`config.mk`:
```
export PLATFORM = sky130hd
export DESIGN_NAME = i2c_status_uart_tx_flat
export DESIGN_NICKNAME = d
export VERILOG_FILES = /design/src/rtl/i2c_uart_pkg.sv /design/src/rtl/i2c_status_uart_tx_if.sv /design/src/rtl/uart_tx_byte.sv /design/src/rtl/i2c_status_uart_tx.sv /design/src/flat_wrapper.sv
export SDC_FILE = /design/constraint.sdc
export NUM_CORES = 1
export LEC_CHECK = 0
export CORE_UTILIZATION = 40
export CTS_BUF_LIST = sky130_fd_sc_hd__clkbuf_2
export CTS_CLUSTER_DIAMETER = 50
export DETAILED_ROUTE_END_ITERATION = 10
export GPL_TIMING_DRIVEN = 1
export PLACE_DENSITY_LB_ADDON = 0.08
export REMOVE_ABC_BUFFERS = 1
export SLEW_MARGIN = 10
export SYNTH_ARGS = -nofsm -noshare
export SYNTH_HDL_FRONTEND = slang
export SYNTH_SLANG_ARGS = --single-unit
```
`constraint.sdc`:
```
create_clock -name clk_i -period 3.13 [get_ports clk_i]
set_input_delay 0.939 -clock clk_i [delete_from_list [all_inputs] [get_ports clk_i]]
set_output_delay 0.939 -clock clk_i [all_outputs]
set_load 0.01 [all_outputs]
```
`src/rtl/i2c_uart_pkg.sv`:
```
// Shared ASCII constants, hex helper and reporter FSM encoding for the
// I2C status UART reporter.
package i2c_uart_pkg;

    localparam logic [7:0] CH_T     = 8'h54;
    localparam logic [7:0] CH_COLON = 8'h3A;
    localparam logic [7:0] CH_ZERO  = 8'h30;
    localparam logic [7:0] CH_ONE   = 8'h31;
    localparam logic [7:0] CH_O     = 8'h4F;
    localparam logic [7:0] CH_K     = 8'h4B;
    localparam logic [7:0] CH_N     = 8'h4E;
    localparam logic [7:0] CH_CR    = 8'h0D;
    localparam logic [7:0] CH_LF    = 8'h0A;

    typedef enum logic [2:0] {
        ST_IDLE,
        ST_CAPTURE,
        ST_LOAD,
        ST_SEND,
        ST_ADVANCE,
        ST_FIN
    } rep_state_e;

    // Uppercase hex digit for a nibble.
    function automatic logic [7:0] hex_ascii(input logic [3:0] n);
        return (n < 4'd10) ? (8'h30 + {4'h0, n}) : (8'h37 + {4'h0, n});
    endfunction

endpackage

```
`src/rtl/i2c_status_uart_tx_if.sv`:
```
// Sequencer-facing status/done bundle plus the UART-side report outputs.
interface i2c_status_uart_tx_if #(
    parameter int unsigned NBYTES = 2,
    parameter int unsigned NTRANS = 2
);
    logic              done_i;
    logic [NBYTES-1:0] status_i [NTRANS];
    logic              tx_o;
    logic              busy_o;
    logic              sent_o;

    modport master (output done_i, output status_i,
                    input  tx_o,   input  busy_o, input sent_o);
    modport slave  (input  done_i, input  status_i,
                    output tx_o,   output busy_o, output sent_o);
endinterface

```
`src/rtl/uart_tx_byte.sv`:
```
// 8N1 byte serializer. done_o fires three cycles before the stop bit ends so
// the caller can queue the next byte with no idle gap between frames.
module uart_tx_byte #(
    parameter int unsigned BAUD_DIV = 434
) (
    input  logic       clk_i,
    input  logic       rst_n_i,
    input  logic       start_i,
    input  logic [7:0] data_i,
    output logic       tx_o,
    output logic       busy_o,
    output logic       done_o
);
    localparam int unsigned CNT_W    = $clog2(BAUD_DIV);
    localparam int unsigned DONE_IDX = 10 * BAUD_DIV - 4;

    logic [CNT_W-1:0] baud_q, baud_d;
    logic [3:0]       bit_q, bit_d;
    logic [9:0]       shift_q, shift_d;
    logic             tx_q, tx_d;
    logic             busy_q, busy_d;
    logic             done_q, done_d;
    logic             baud_end_c;
    logic             frame_end_c;
    logic [31:0]      idx_c;

    always_comb begin
        baud_d      = baud_q;
        bit_d       = bit_q;
        shift_d     = shift_q;
        tx_d        = tx_q;
        busy_d      = busy_q;
        done_d      = 1'b0;
        idx_c       = 32'(bit_q) * BAUD_DIV + 32'(baud_q);
        baud_end_c  = (baud_q == CNT_W'(BAUD_DIV - 1));
        frame_end_c = busy_q && baud_end_c && (bit_q == 4'd9);

        if (busy_q) begin
            done_d = (idx_c == DONE_IDX);
            if (baud_end_c) begin
                baud_d = '0;
                if (bit_q == 4'd9) begin
                    busy_d = 1'b0;
                    tx_d   = 1'b1;
                end else begin
                    bit_d   = bit_q + 4'd1;
                    shift_d = {1'b1, shift_q[9:1]};
                    tx_d    = shift_q[1];
                end
            end else begin
                baud_d = baud_q + CNT_W'(1);
            end
        end

        // A start on the last stop-bit cycle chains the next frame seamlessly.
        if (start_i && (!busy_q || frame_end_c)) begin
            shift_d = {1'b1, data_i, 1'b0};
            tx_d    = 1'b0;
            baud_d  = '0;
            bit_d   = '0;
            busy_d  = 1'b1;
        end
    end

    always_ff @(posedge clk_i or negedge rst_n_i) begin
        if (!rst_n_i) begin
            baud_q  <= '0;
            bit_q   <= '0;
            shift_q <= '1;
            tx_q    <= 1'b1;
            busy_q  <= 1'b0;
            done_q  <= 1'b0;
        end else begin
            baud_q  <= baud_d;
            bit_q   <= bit_d;
            shift_q <= shift_d;
            tx_q    <= tx_d;
            busy_q  <= busy_d;
            done_q  <= done_d;
        end
    end

    assign tx_o   = tx_q;
    assign busy_o = busy_q;
    assign done_o = done_q;

endmodule

```
`src/rtl/i2c_status_uart_tx.sv`:
```
// Captures the sequencer's ACK/NACK status on done and streams it as an ASCII
// report ("Tn:bits" lines plus an OK/NK summary) over an 8N1 UART line.
module i2c_status_uart_tx
    import i2c_uart_pkg::*;
#(
    parameter int unsigned BAUD_DIV = 434,
    parameter int unsigned NBYTES   = 2,
    parameter int unsigned NTRANS   = 2
) (
    input  logic                  clk_i,
    input  logic                  rst_n_i,
    i2c_status_uart_tx_if.slave   bus
);
    localparam int unsigned LW = $clog2(NTRANS + 1);
    localparam int unsigned CW = 4;

    rep_state_e        state_q, state_d;
    logic [NBYTES-1:0] snap_q [NTRANS];
    logic [NBYTES-1:0] snap_d [NTRANS];
    logic              nack_q, nack_d;
    logic [LW-1:0]     line_q, line_d;
    logic [CW-1:0]     char_q, char_d;
    logic              busy_q, busy_d;
    logic              sent_q, sent_d;

    logic              start_c;
    logic [7:0]        data_c;
    logic              last_c;
    logic              is_sum_c;
    logic              any_c;
    logic [NBYTES-1:0] sel_c;
    logic              ser_busy;
    logic              ser_done;

    // Any NACK in the incoming status vector decides the summary line.
    always_comb begin
        any_c = 1'b0;
        for (int unsigned t = 0; t < NTRANS; t++) begin
            any_c = any_c | (|bus.status_i[t]);
        end
    end

    // Character for the current (line, position); line NTRANS is the summary.
    always_comb begin
        sel_c    = '0;
        data_c   = CH_LF;
        is_sum_c = (32'(line_q) == NTRANS);
        for (int unsigned t = 0; t < NTRANS; t++) begin
            if (32'(line_q) == t) sel_c = snap_q[t];
        end
        if (is_sum_c) begin
            last_c = (char_q == CW'(3));
            case (char_q)
                CW'(0):  data_c = nack_q ? CH_N : CH_O;
                CW'(1):  data_c = CH_K;
                CW'(2):  data_c = CH_CR;
                default: data_c = CH_LF;
            endcase
        end else begin
            last_c = (32'(char_q) == 4 + NBYTES);
            if (char_q == CW'(0)) begin
                data_c = CH_T;
            end else if (char_q == CW'(1)) begin
                data_c = hex_ascii(4'(line_q));
            end else if (char_q == CW'(2)) begin
                data_c = CH_COLON;
            end else if (32'(char_q) == 3 + NBYTES) begin
                data_c = CH_CR;
            end else if (32'(char_q) == 4 + NBYTES) begin
                data_c = CH_LF;
            end else begin
                for (int unsigned b = 0; b < NBYTES; b++) begin
                    if (32'(char_q) == 3 + NBYTES - 1 - b) data_c = sel_c[b] ? CH_ONE : CH_ZERO;
                end
            end
        end
    end

    always_comb begin
        state_d = state_q;
        snap_d  = snap_q;
        nack_d  = nack_q;
        line_d  = line_q;
        char_d  = char_q;
        busy_d  = busy_q;
        sent_d  = 1'b0;
        start_c = 1'b0;
        case (state_q)
            ST_IDLE: begin
                if (bus.done_i) begin
                    snap_d  = bus.status_i;
                    nack_d  = any_c;
                    line_d  = '0;
                    char_d  = '0;
                    busy_d  = 1'b1;
                    state_d = ST_CAPTURE;
                end
            end
            ST_CAPTURE: state_d = ST_LOAD;
            ST_LOAD: begin
                start_c = 1'b1;
                state_d = ST_SEND;
            end
            ST_SEND: begin
                if (ser_done) state_d = ST_ADVANCE;
            end
            ST_ADVANCE: begin
                if (!last_c) begin
                    char_d  = char_q + CW'(1);
                    state_d = ST_LOAD;
                end else if (!is_sum_c) begin
                    char_d  = '0;
                    line_d  = line_q + LW'(1);
                    state_d = ST_LOAD;
                end else if (!ser_busy) begin
                    // Report is only "sent" once the final stop bit has left.
                    busy_d  = 1'b0;
                    sent_d  = 1'b1;
                    state_d = ST_FIN;
                end
            end
            ST_FIN:  state_d = ST_IDLE;
            default: state_d = ST_IDLE;
        endcase
    end

    always_ff @(posedge clk_i or negedge rst_n_i) begin
        if (!rst_n_i) begin
            state_q <= ST_IDLE;
            for (int unsigned t = 0; t < NTRANS; t++) snap_q[t] <= '0;
            nack_q  <= 1'b0;
            line_q  <= '0;
            char_q  <= '0;
            busy_q  <= 1'b0;
            sent_q  <= 1'b0;
        end else begin
            state_q <= state_d;
            snap_q  <= snap_d;
            nack_q  <= nack_d;
            line_q  <= line_d;
            char_q  <= char_d;
            busy_q  <= busy_d;
            sent_q  <= sent_d;
        end
    end

    uart_tx_byte #(.BAUD_DIV(BAUD_DIV)) u_ser (
        .clk_i   (clk_i),
        .rst_n_i (rst_n_i),
        .start_i (start_c),
        .data_i  (data_c),
        .tx_o    (bus.tx_o),
        .busy_o  (ser_busy),
        .done_o  (ser_done)
    );

    assign bus.busy_o = busy_q;
    assign bus.sent_o = sent_q;

endmodule

```
`src/flat_wrapper.sv`:
```
// flat-port wrapper written by rule: the top's interface ports become plain ports
module i2c_status_uart_tx_flat import i2c_uart_pkg::*;
#(
    parameter int unsigned BAUD_DIV = 434,
    parameter int unsigned NBYTES   = 2,
    parameter int unsigned NTRANS   = 2
)
  (clk_i, rst_n_i, bus_done_i, bus_status_i, bus_tx_o, bus_busy_o, bus_sent_o);
  i2c_status_uart_tx_if #(.NBYTES(NBYTES), .NTRANS(NTRANS)) bus_i ();
  input  logic clk_i;
  input  logic rst_n_i;
  input wire logic [$bits(bus_i.done_i)-1:0] bus_done_i;
  input wire logic [$bits(bus_i.status_i)-1:0] bus_status_i;
  output wire logic [$bits(bus_i.tx_o)-1:0] bus_tx_o;
  output wire logic [$bits(bus_i.busy_o)-1:0] bus_busy_o;
  output wire logic [$bits(bus_i.sent_o)-1:0] bus_sent_o;
  assign bus_i.done_i = bus_done_i;
  assign bus_i.status_i = {>>{bus_status_i}};
  assign bus_tx_o = bus_i.tx_o;
  assign bus_busy_o = bus_i.busy_o;
  assign bus_sent_o = bus_i.sent_o;
  i2c_status_uart_tx #(.BAUD_DIV(BAUD_DIV), .NBYTES(NBYTES), .NTRANS(NTRANS)) u_core (.clk_i(clk_i), .rst_n_i(rst_n_i), .bus(bus_i));
endmodule
```
=== Word level (Yosys, flattened, before mapping) ===
Index checks and enable logic that the tools add are counted.

* $add $sub $neg: 7
* Multipliers: 1
* $lt $le $gt $ge: 1
* Equality and inequality tests: 24
* Muxes and demuxes: 60
* Bitwise logic cells: 1
* Reduce and logical (&&, ||, !) cells: 20

{| class="wikitable"
|+ Operator list
! kind !! number
|-
| 2-to-1 mux 8 bit || 9
|-
| 2-to-1 mux 10 bit || 4
|-
| 2-to-1 mux 4 bit || 7
|-
| 2-to-1 mux 9 bit || 3
|-
| case mux 8 bit (3 select lines) || 1
|-
| 2-to-1 mux 1 bit || 22
|-
| 2-to-1 mux 3 bit || 5
|-
| case mux 3 bit (5 select lines) || 1
|-
| adder 13 x 9 -> 14 bit || 1
|-
| adder 6 x 2 -> 7 bit, first input constant || 2
|-
| equality test 14 x 13 -> 1 bit, second input constant || 1
|-
| equality test 4 x 3 -> 1 bit, second input constant || 3
|-
| multiplier 4 x 8 -> 12 bit, second input constant || 1
|-
| 2-to-1 mux 2 bit || 5
|-
| adder 9 x 1 -> 9 bit, second input constant || 1
|-
| equality test 9 bit, second input constant || 1
|-
| AND reduction 3 bit || 3
|-
| adder 4 x 1 -> 4 bit, second input constant || 2
|-
| equality test 4 x 2 -> 1 bit, second input constant || 2
|-
| != test 2 bit, second input constant || 4
|-
| case mux 4 bit (2 select lines) || 1
|-
| equality test 3 x 2 -> 1 bit, second input constant || 2
|-
| != test 2 x 1 -> 1 bit, second input constant || 3
|-
| nonzero test 2 bit || 3
|-
| 23 further kinds || 27
|}

* Register bits: 42
* Output and inout bits: 3
* Logic and storage cells: 128

=== Depth between registers and ports, before layout ===
Gate-level depths: netlist of run 1.

* Depth after elaboration: 13
* Gate-level depth with buffers: 15

=== By module ===
Synthesis of run 1 repeated with hierarchy kept, for this count alone.

* Cells, all modules: 348
* Area, all modules: 3170.5 sq um

{| class="wikitable"
|+ By module, submodules not included
! module !! instances !! cells an instance !! area an instance (sq um)
|-
| uart_tx_byte || 1 || 223 || 2067.0
|-
| i2c_status_uart_tx || 1 || 125 || 1103.6
|}

=== Worst setup path before layout of run 1 ===
No wires, ideal clock.

* Path kind: register to register
* From: register u_core.u_ser.bit_q[0]
* To: register u_core.u_ser.done_q, in the netlist u_core.u_ser.done_o
* Setup time: 0.096 ns
* Arrival: 3.001 ns
* Setup slack: 0.033 ns
* Stages on the path, launching flop included: 15
* Buffers on the path: 0
* Period minus slack after synthesis: 3.097 ns
* Cells stage by stage: dfrtp_1 -> ha_1 -> inv_1 -> ha_1 -> inv_1 -> fa_1 -> inv_1 -> ha_1 -> or3_1 -> a21oi_1 -> a31oi_1 -> o21ai_1 -> xor2_1 -> nand4_1 -> nor4_2

* Longest elaborated chain between the ends: 4

{| class="wikitable"
|+ Ends and longest elaborated chain
! what !! line !! RTL
|-
| start, declared || uart_tx_byte.sv:18 || <nowiki>logic [3:0] bit_q, bit_d;</nowiki>
|-
| start signal, assigned || uart_tx_byte.sv:75 || <nowiki>bit_q <= bit_d;</nowiki>
|-
| multiplier 4 x 8 -> 12 bit || uart_tx_byte.sv:34 || <nowiki>idx_c = 32'(bit_q) * BAUD_DIV + 32'(baud_q);</nowiki>
|-
| adder 13 x 9 -> 14 bit || uart_tx_byte.sv:34 ||
|-
| equality test 14 x 13 -> 1 bit || uart_tx_byte.sv:39 || <nowiki>done_d = (idx_c == DONE_IDX);</nowiki>
|-
| 2-to-1 mux 1 bit || uart_tx_byte.sv:38 || <nowiki>if (busy_q) begin</nowiki>
|-
| net u_core.u_ser.done_d || uart_tx_byte.sv:22 || <nowiki>logic done_q, done_d;</nowiki>
|-
| end signal, assigned || uart_tx_byte.sv:79 || <nowiki>done_q <= done_d;</nowiki>
|-
| end, declared || uart_tx_byte.sv:22 ||
|}

The timed path passes the listed nets, and every way through them passes these cells.
A chain may end at the register's enable or synchronous reset.

=== Worst setup path after layout of run 1 ===
Ends and elaborated chain as after synthesis.

==> results of run 1 <==
[report_power, final]
group / switching, mW / total [mW] / internal [mW]
combinational: 0.0124 / 0.0190 / 0.00655
clock: 0.190 / 0.324 / 0.134
sequential: 0 / 0.518 / 0.518
[worst reg2reg max path, cell delays in order, from the launching register on]
cell and delay, ps:
dfrtp_1 430, buf_4 140, ha_4 230, inv_2 60, ha_4 130, inv_2 40, fa_2 530, inv_2 40
ha_4 200, or3_4 400, a21oi_4 170, a31oi_2 60, o21ai_1 130, xor2_1 170, nand4_1 120, nor4_2 270
[Yosys cell counts (4+ instances only)]
| cell type | count |
|---|---|
| a21oi_1 | 30 |
| a31oi_1 | 4 |
| and3_1 | 6 |
| clkbuf_1 | 10 |
| dfrtp_1 | 31 |
| dfstp_2 | 9 |
| fa_1 | 4 |
| ha_1 | 33 |
| inv_1 | 28 |
| mux2_2 | 5 |
| nand2_1 | 44 |
| nand2b_1 | 5 |
| nand3_1 | 11 |
| nand4_1 | 6 |
| nor2_1 | 22 |
| nor2b_1 | 7 |
| nor3_1 | 7 |
| nor4_1 | 5 |
| o21ai_0 | 34 |
| o21ai_1 | 7 |
| xnor2_1 | 5 |
| xor2_1 | 9 |
[final cells by class]
cell class                 instances  area share
inverter                          28      0.0286
timing repair buffer              30      0.0670
clock buffer                       5     0.00680
tap                               99      0.0337
clock inverter                     3      0.0116
sequential                        40       0.275
multi-input combinational        290       0.577
[per-layer routing]
layer  global-route usage  routed length (um)
met1                0.250                3490
met2                0.325                3440
met3               0.0278                 129
met4               0.0417                  68
met5                    0                   0
[sequential cells by signal, summed over array words and instances, names as in the netlist, 2 cells and up]
name and cells:
u_core.char_q 4, u_core.u_ser.baud_q 9, u_core.line_q 2, u_core.u_ser.bit_q 4
u_core.u_ser.shift_q 8, u_core.state_q 3, u_core.snap_q 4
[worst min path at each step]
stage          depth (start not counted)               startpoint  slack, ps                       to
2_1_floorplan                          2  u_core.u_ser.shift_q[8]        440  u_core.u_ser.shift_q[8]
3_3_place_gp                           2  u_core.u_ser.shift_q[8]        450  u_core.u_ser.shift_q[8]
3_5_place_dp                           2  u_core.u_ser.shift_q[8]        450  u_core.u_ser.shift_q[8]
4_1_cts                                2  u_core.u_ser.shift_q[8]        480  u_core.u_ser.shift_q[8]
5_1_grt                                2  u_core.u_ser.shift_q[8]        500  u_core.u_ser.shift_q[8]
6_report                               2  u_core.u_ser.shift_q[8]        470  u_core.u_ser.shift_q[8]
[repair_timing]
action	4_1_cts	5_1_grt
endpoints found under the setup margin	1	1
buffers inserted	1	3
hold buffers	0	0
pin swaps	7	14
gates cloned	0	0
gates resized for setup	7	24
[cell families after synthesis]
kind of cell	after synthesis	share of synthesized area
simple gates	133	0.221
compound gates	98	0.184
buf+inv	41	0.0501
flops	40	0.322
fa+ha+maj	37	0.157
xor+xnor	14	0.0390
mux	8	0.0274
==> results.toml, run 1 <==
[pwr]
pwr_density_cell_nw_per_um2 = 234
cellLeakagePower_nw = 1.69
vdd_ir_drop_max_mv = 0.193
power_mw = 0.862

[worst_setup_path]
critical-path-max-stage-delay_ps = 530
r2r_setup_slack_ps = -50
cp-startpoint = "u_core.u_ser.bit_q[0]"
cp_slowest_cell = "fa_2"
critPathKind = "flip-flop to flip-flop"
timing.rr.end = "u_core.u_ser.done_o"
critPathArrivalTime_ps = 3540
r2r_start = "u_core.u_ser.bit_q[0]"
cp-endpoint = "u_core.u_ser.done_o"
cp_num_buf_inv = 4
critical_path.max_fanout = 2
crit_required_ps = 3490
crit_path_cell_trace = "buf_4 > ha_4 > inv_2 > ha_4 > inv_2 > fa_2 > inv_2 > ha_4 > or3_4 > a21oi_4 > a31oi_2 > o21ai_1 > xor2_1 > nand4_1 > nor4_2"
cp-start-kind = "flip-flop"
end_kind = "flip-flop"
crit_family = "adder cells"
cp.depth = 15
r2r_cells = 15

[grt]
antenna_found_initial = 0
grt_pass1_vias = 2639
groute.usage.overall = 0.189
grt_pass1_wl_mm = 12.6
grt_max_degree = 41
overflow = 0

[synth]
synthTopCellsByArea = "dfrtp_1 (25%), ha_1 (13%), dfstp_2 (7.5%)"
avgSynthCellArea_um2 = 8.49
ys_ff_latch = 40
syn_area_um2 = 3150
synth_edf_count = 0
synthFlopType = "dfrtp_1"
synth_top_area_share = 0.246
ys_seq_area_frac = 0.322
syn_inst = 371
synth_cell_types = 57
async_flop_share = 1.00
synth_warnings = 0
synth_top_cell_by_area = "dfrtp_1"

[timing]
setup_violations = 1
period_minus_slack_ps = 3180
setup-tns-final_ps = -53.8
skew_ps = 26.8
worst_slack_ps = -53.8
maxSlewViolCount = 0
holdWs_ps = 475
timing.slew.headroom = 0.374
rsz0062_at_grt = "true"
timing.final.hold_violations = 0
post-route-period-util = 1.02
worst_pin_slew_ps = 938
max_freq_mhz = 314

[placement]
placedInstanceArea_um2 = 3430
hpwl_mm = 5.28
dp_slack_ps = -90.2
port_buffers = 9
gp_congestion = 0.777
place_inst = 483

[final_layout]
final_area_um2 = 3680
final_cells = 495
layout_commonest_cell = "nand2_1"
fillers = 740
drive_gt1_frac = 0.194
syn_to_final_growth_pct = 16.9
multi_input_area_um2 = 2120
final_cell_mix = "nand2_1 (44), o21ai_0 (34), dfrtp_1 (30), a21oi_1 (28), ha_1 (25)"
nets = 439
fin_util = 0.494
regArea_um2 = 1010
num_antenna_cells = 0

[route]
vias_per_cell = 5.40
drt_iter0_markers = 146
drt-total-wl_mm = 7.13
vias = 2673
detail-route-antenna-nets = 0
avgRoutedWirePerCell_um = 14.4
first_pass_iters = 4
drcViolationCount = 0

[clocking]
root_buffer = "clkbuf_2"
path_clk_slew_ps = 230
cts.sinks = 40
cts_tree = "yes"
cts_buffer_depth = 2
numCtsBuffers = 5
htreeDepth = 2
clkLatencyLatePin_ps = 420

[floorplan]
die_h_um = 90.7
ios = 10
dieArea_um2 = 8230
start_util = 0.423
num_rows = 31
core_um2 = 7450
fp.dieW_um = 90.7

[job]
maxCapViolCount = 0

[status]
status = "finished, violations left"
failed_checks = "setup timing"

[hold_path]
hold_path.class = "flip-flop to flip-flop"
(Power assumes the default switching activity.)
==> inputs of run 2 (changes only) <==
--- a/config.mk
+++ b/config.mk
@@ -5,6 +5,7 @@
 export SDC_FILE = /design/constraint.sdc
 export NUM_CORES = 1
 export LEC_CHECK = 0
+export CAP_MARGIN = 20
 export CORE_UTILIZATION = 40
 export CTS_BUF_LIST = sky130_fd_sc_hd__clkbuf_2
 export CTS_CLUSTER_DIAMETER = 50
==> results of run 2 <==
The final DEF is identical to that of run 1; final timing and power are the same.
==> inputs of run 3 (changes only) <==
--- a/config.mk
+++ b/config.mk
@@ -8,7 +8,7 @@
 export CAP_MARGIN = 20
 export CORE_UTILIZATION = 40
 export CTS_BUF_LIST = sky130_fd_sc_hd__clkbuf_2
-export CTS_CLUSTER_DIAMETER = 50
+export CTS_CLUSTER_DIAMETER = 30
 export DETAILED_ROUTE_END_ITERATION = 10
 export GPL_TIMING_DRIVEN = 1
 export PLACE_DENSITY_LB_ADDON = 0.08
==> constraint.sdc (replaced) <==
create_clock -name clk_i -period 3.13 [get_ports clk_i]
set_input_delay 0.313 -clock clk_i [delete_from_list [all_inputs] [get_ports clk_i]]
set_output_delay 0.313 -clock clk_i [all_outputs]
set_load 0.01 [all_outputs]
==> results.toml, run 3 (synthesis gave the netlist of run 1 again) <==
[final_layout]
num_antenna_cells = 0
largest_reg_flops = 9
fillers = 735
syn_to_final_growth_pct = 16.9
drive_gt1_frac = 0.203
regArea_um2 = 1010
final_cell_mix = "nand2_1 (44), o21ai_0 (34), dfrtp_1 (30), a21oi_1 (28), ha_1 (26)"
reg.largest.list = "u_core.u_ser.baud_q x9, u_core.u_ser.shift_q x8"
regMostFlops = "u_core.u_ser.baud_q"
layout_commonest_cell = "nand2_1"
multi_input_area_um2 = 2120
nets = 443

[grt]
antenna_found_initial = 0
grt_pass1_vias = 2673
overflow = 0
grt_pass1_wl_mm = 12.7
groute.usage.overall = 0.190
grt_max_degree = 41

[clocking]
path_clk_slew_ps = 220
cts_buffer_depth = 2
htreeDepth = 2
hold_buffers = 0
root_buffer = "clkbuf_2"
cts_tree = "yes"
clkLatencyLatePin_ps = 410
numCtsBuffers = 5
cts.sinks = 40

[route]
vias_per_cell = 5.45
wl_met3_um = 104
drt_iter0_markers = 87
drt-met1-wl_mm = 3.53
avgRoutedWirePerCell_um = 14.5
detail-route-antenna-nets = 0
dr_wl_met2_mm = 3.51
vias = 2718
top_layer = "met4"
drt-total-wl_mm = 7.24
first_pass_iters = 4
drcViolationCount = 0

[timing]
setup_violations = 1
timing.final.hold_violations = 0
skew_ps = 28.8
worst_pin_slew_ps = 931
worst_slack_ps = -23.1
rsz0062_at_grt = "true"
holdWs_ps = 5.34
period_minus_slack_ps = 3150
maxSlewViolCount = 0
timing.slew.headroom = 0.379
post-route-period-util = 1.01
setup-tns-final_ps = -23.1
max_freq_mhz = 317

[job]
maxCapViolCount = 0

[pwr]
vdd_ir_drop_max_mv = 0.144
power_mw = 0.777
pwr_density_cell_nw_per_um2 = 211
cellLeakagePower_nw = 1.71

[status]
failed_checks = "setup timing"
status = "finished, violations left"

[worst_setup_path]
end_kind = "flip-flop"
critPathArrivalTime_ps = 3490
crit_required_ps = 3470
critical-path-max-stage-delay_ps = 530
crit_top_cell = "inv_2"
cp_slowest_cell = "fa_2"
crit_path_cell_trace = "inv_2 > ha_4 > inv_2 > ha_2 > inv_1 > fa_2 > inv_2 > ha_4 > or3_4 > a21oi_4 > a31oi_2 > o21ai_1 > xor2_1 > nand4_1 > nor4_2"
critPathKind = "flip-flop to flip-flop"
critical_path.max_fanout = 4
cp-start-kind = "flip-flop"

[floorplan]
core_um2 = 7450
ios = 10
start_util = 0.423
fp.dieW_um = 90.7
dieArea_um2 = 8230
num_rows = 31
die_h_um = 90.7

[placement]
port_buffers = 9
gp_congestion = 0.772
hpwl_mm = 5.31
dp_slack_ps = -101

[hold_path]
hold_path.class = "primary input to async pin"
## run 3: cell types whose count changed in the layout (fill, tap and decap cells not counted), sizes merged
cell,previous run,this run
clkinv,2,1
buf,22,26
bufinv,1,0
clkbuf,5,7
## run 3: metal layers
| metal | track usage | up-vias |
|---|---|---|
| met5 | 0 | - |
| met2 | 0.321 | 14 |
| li1 | - | 1374 |
| met4 | 0.0430 | 0 |
| met1 | 0.250 | 1322 |
| met3 | 0.0362 | 8 |
## run 3: worst max-delay path, delay by kind of cell (launching register included)
family / cells / cell delay (ps)
simple gates: 3 / 750
flops: 1 / 470
xor+xnor: 1 / 180
buf+inv: 4 / 240
compound gates: 3 / 360
fa+ha+maj: 4 / 1090
## run 3: per-stage QoR
step | area, um^2 | utilization | std cells
after floorplan | 3100 | - | 358
after global placement | 3420 | 0.460 | 482
after detailed placement | 3420 | 0.460 | 482
after CTS | 3520 | 0.473 | 492
after global routing | 3680 | 0.494 | 499
final | 3680 | 0.494 | 499
## run 3: area by class of cell
type	count	share of cell area
multi-input cells	290	0.575
well taps	99	0.0337
inverters	28	0.0286
flip-flops and latches	40	0.275
clock buffers	7	0.00952
repair buffers	34	0.0762
clock inverters	1	0.00136
## run 3: worst paths after layout
path / slack, ps / start / endpoint / depth (start not counted)
hold / removal: 5 / rst_n_i / u_core.snap_q[3] / 1
setup / recovery: -20 / u_core.u_ser.bit_q[1] / u_core.u_ser.done_o / 15
hold reg to reg: 480 / u_core.u_ser.shift_q[8] / u_core.u_ser.shift_q[8] / 2
min in group clk_i: 480 / u_core.u_ser.shift_q[8] / u_core.u_ser.shift_q[8] / 2
max in group asynchronous: 2490 / rst_n_i / u_core.u_ser.bit_q[2] / 1
setup reg to reg: -20 / u_core.u_ser.bit_q[1] / u_core.u_ser.done_o / 15
## run 3: timing repair
action                     CTS  global route
resized for setup            8            22
setup endpoints to repair    1             1
setup buffers                2             7
pin swaps                    7            12
## run 3: where the power goes
part	switching, mW	leakage, nW	total [mW]	internal (mW)
combinational	0.0124	1.22	0.0190	0.00656
clock	0.179	0.0330	0.240	0.0611
sequential	0	0.460	0.518	0.518
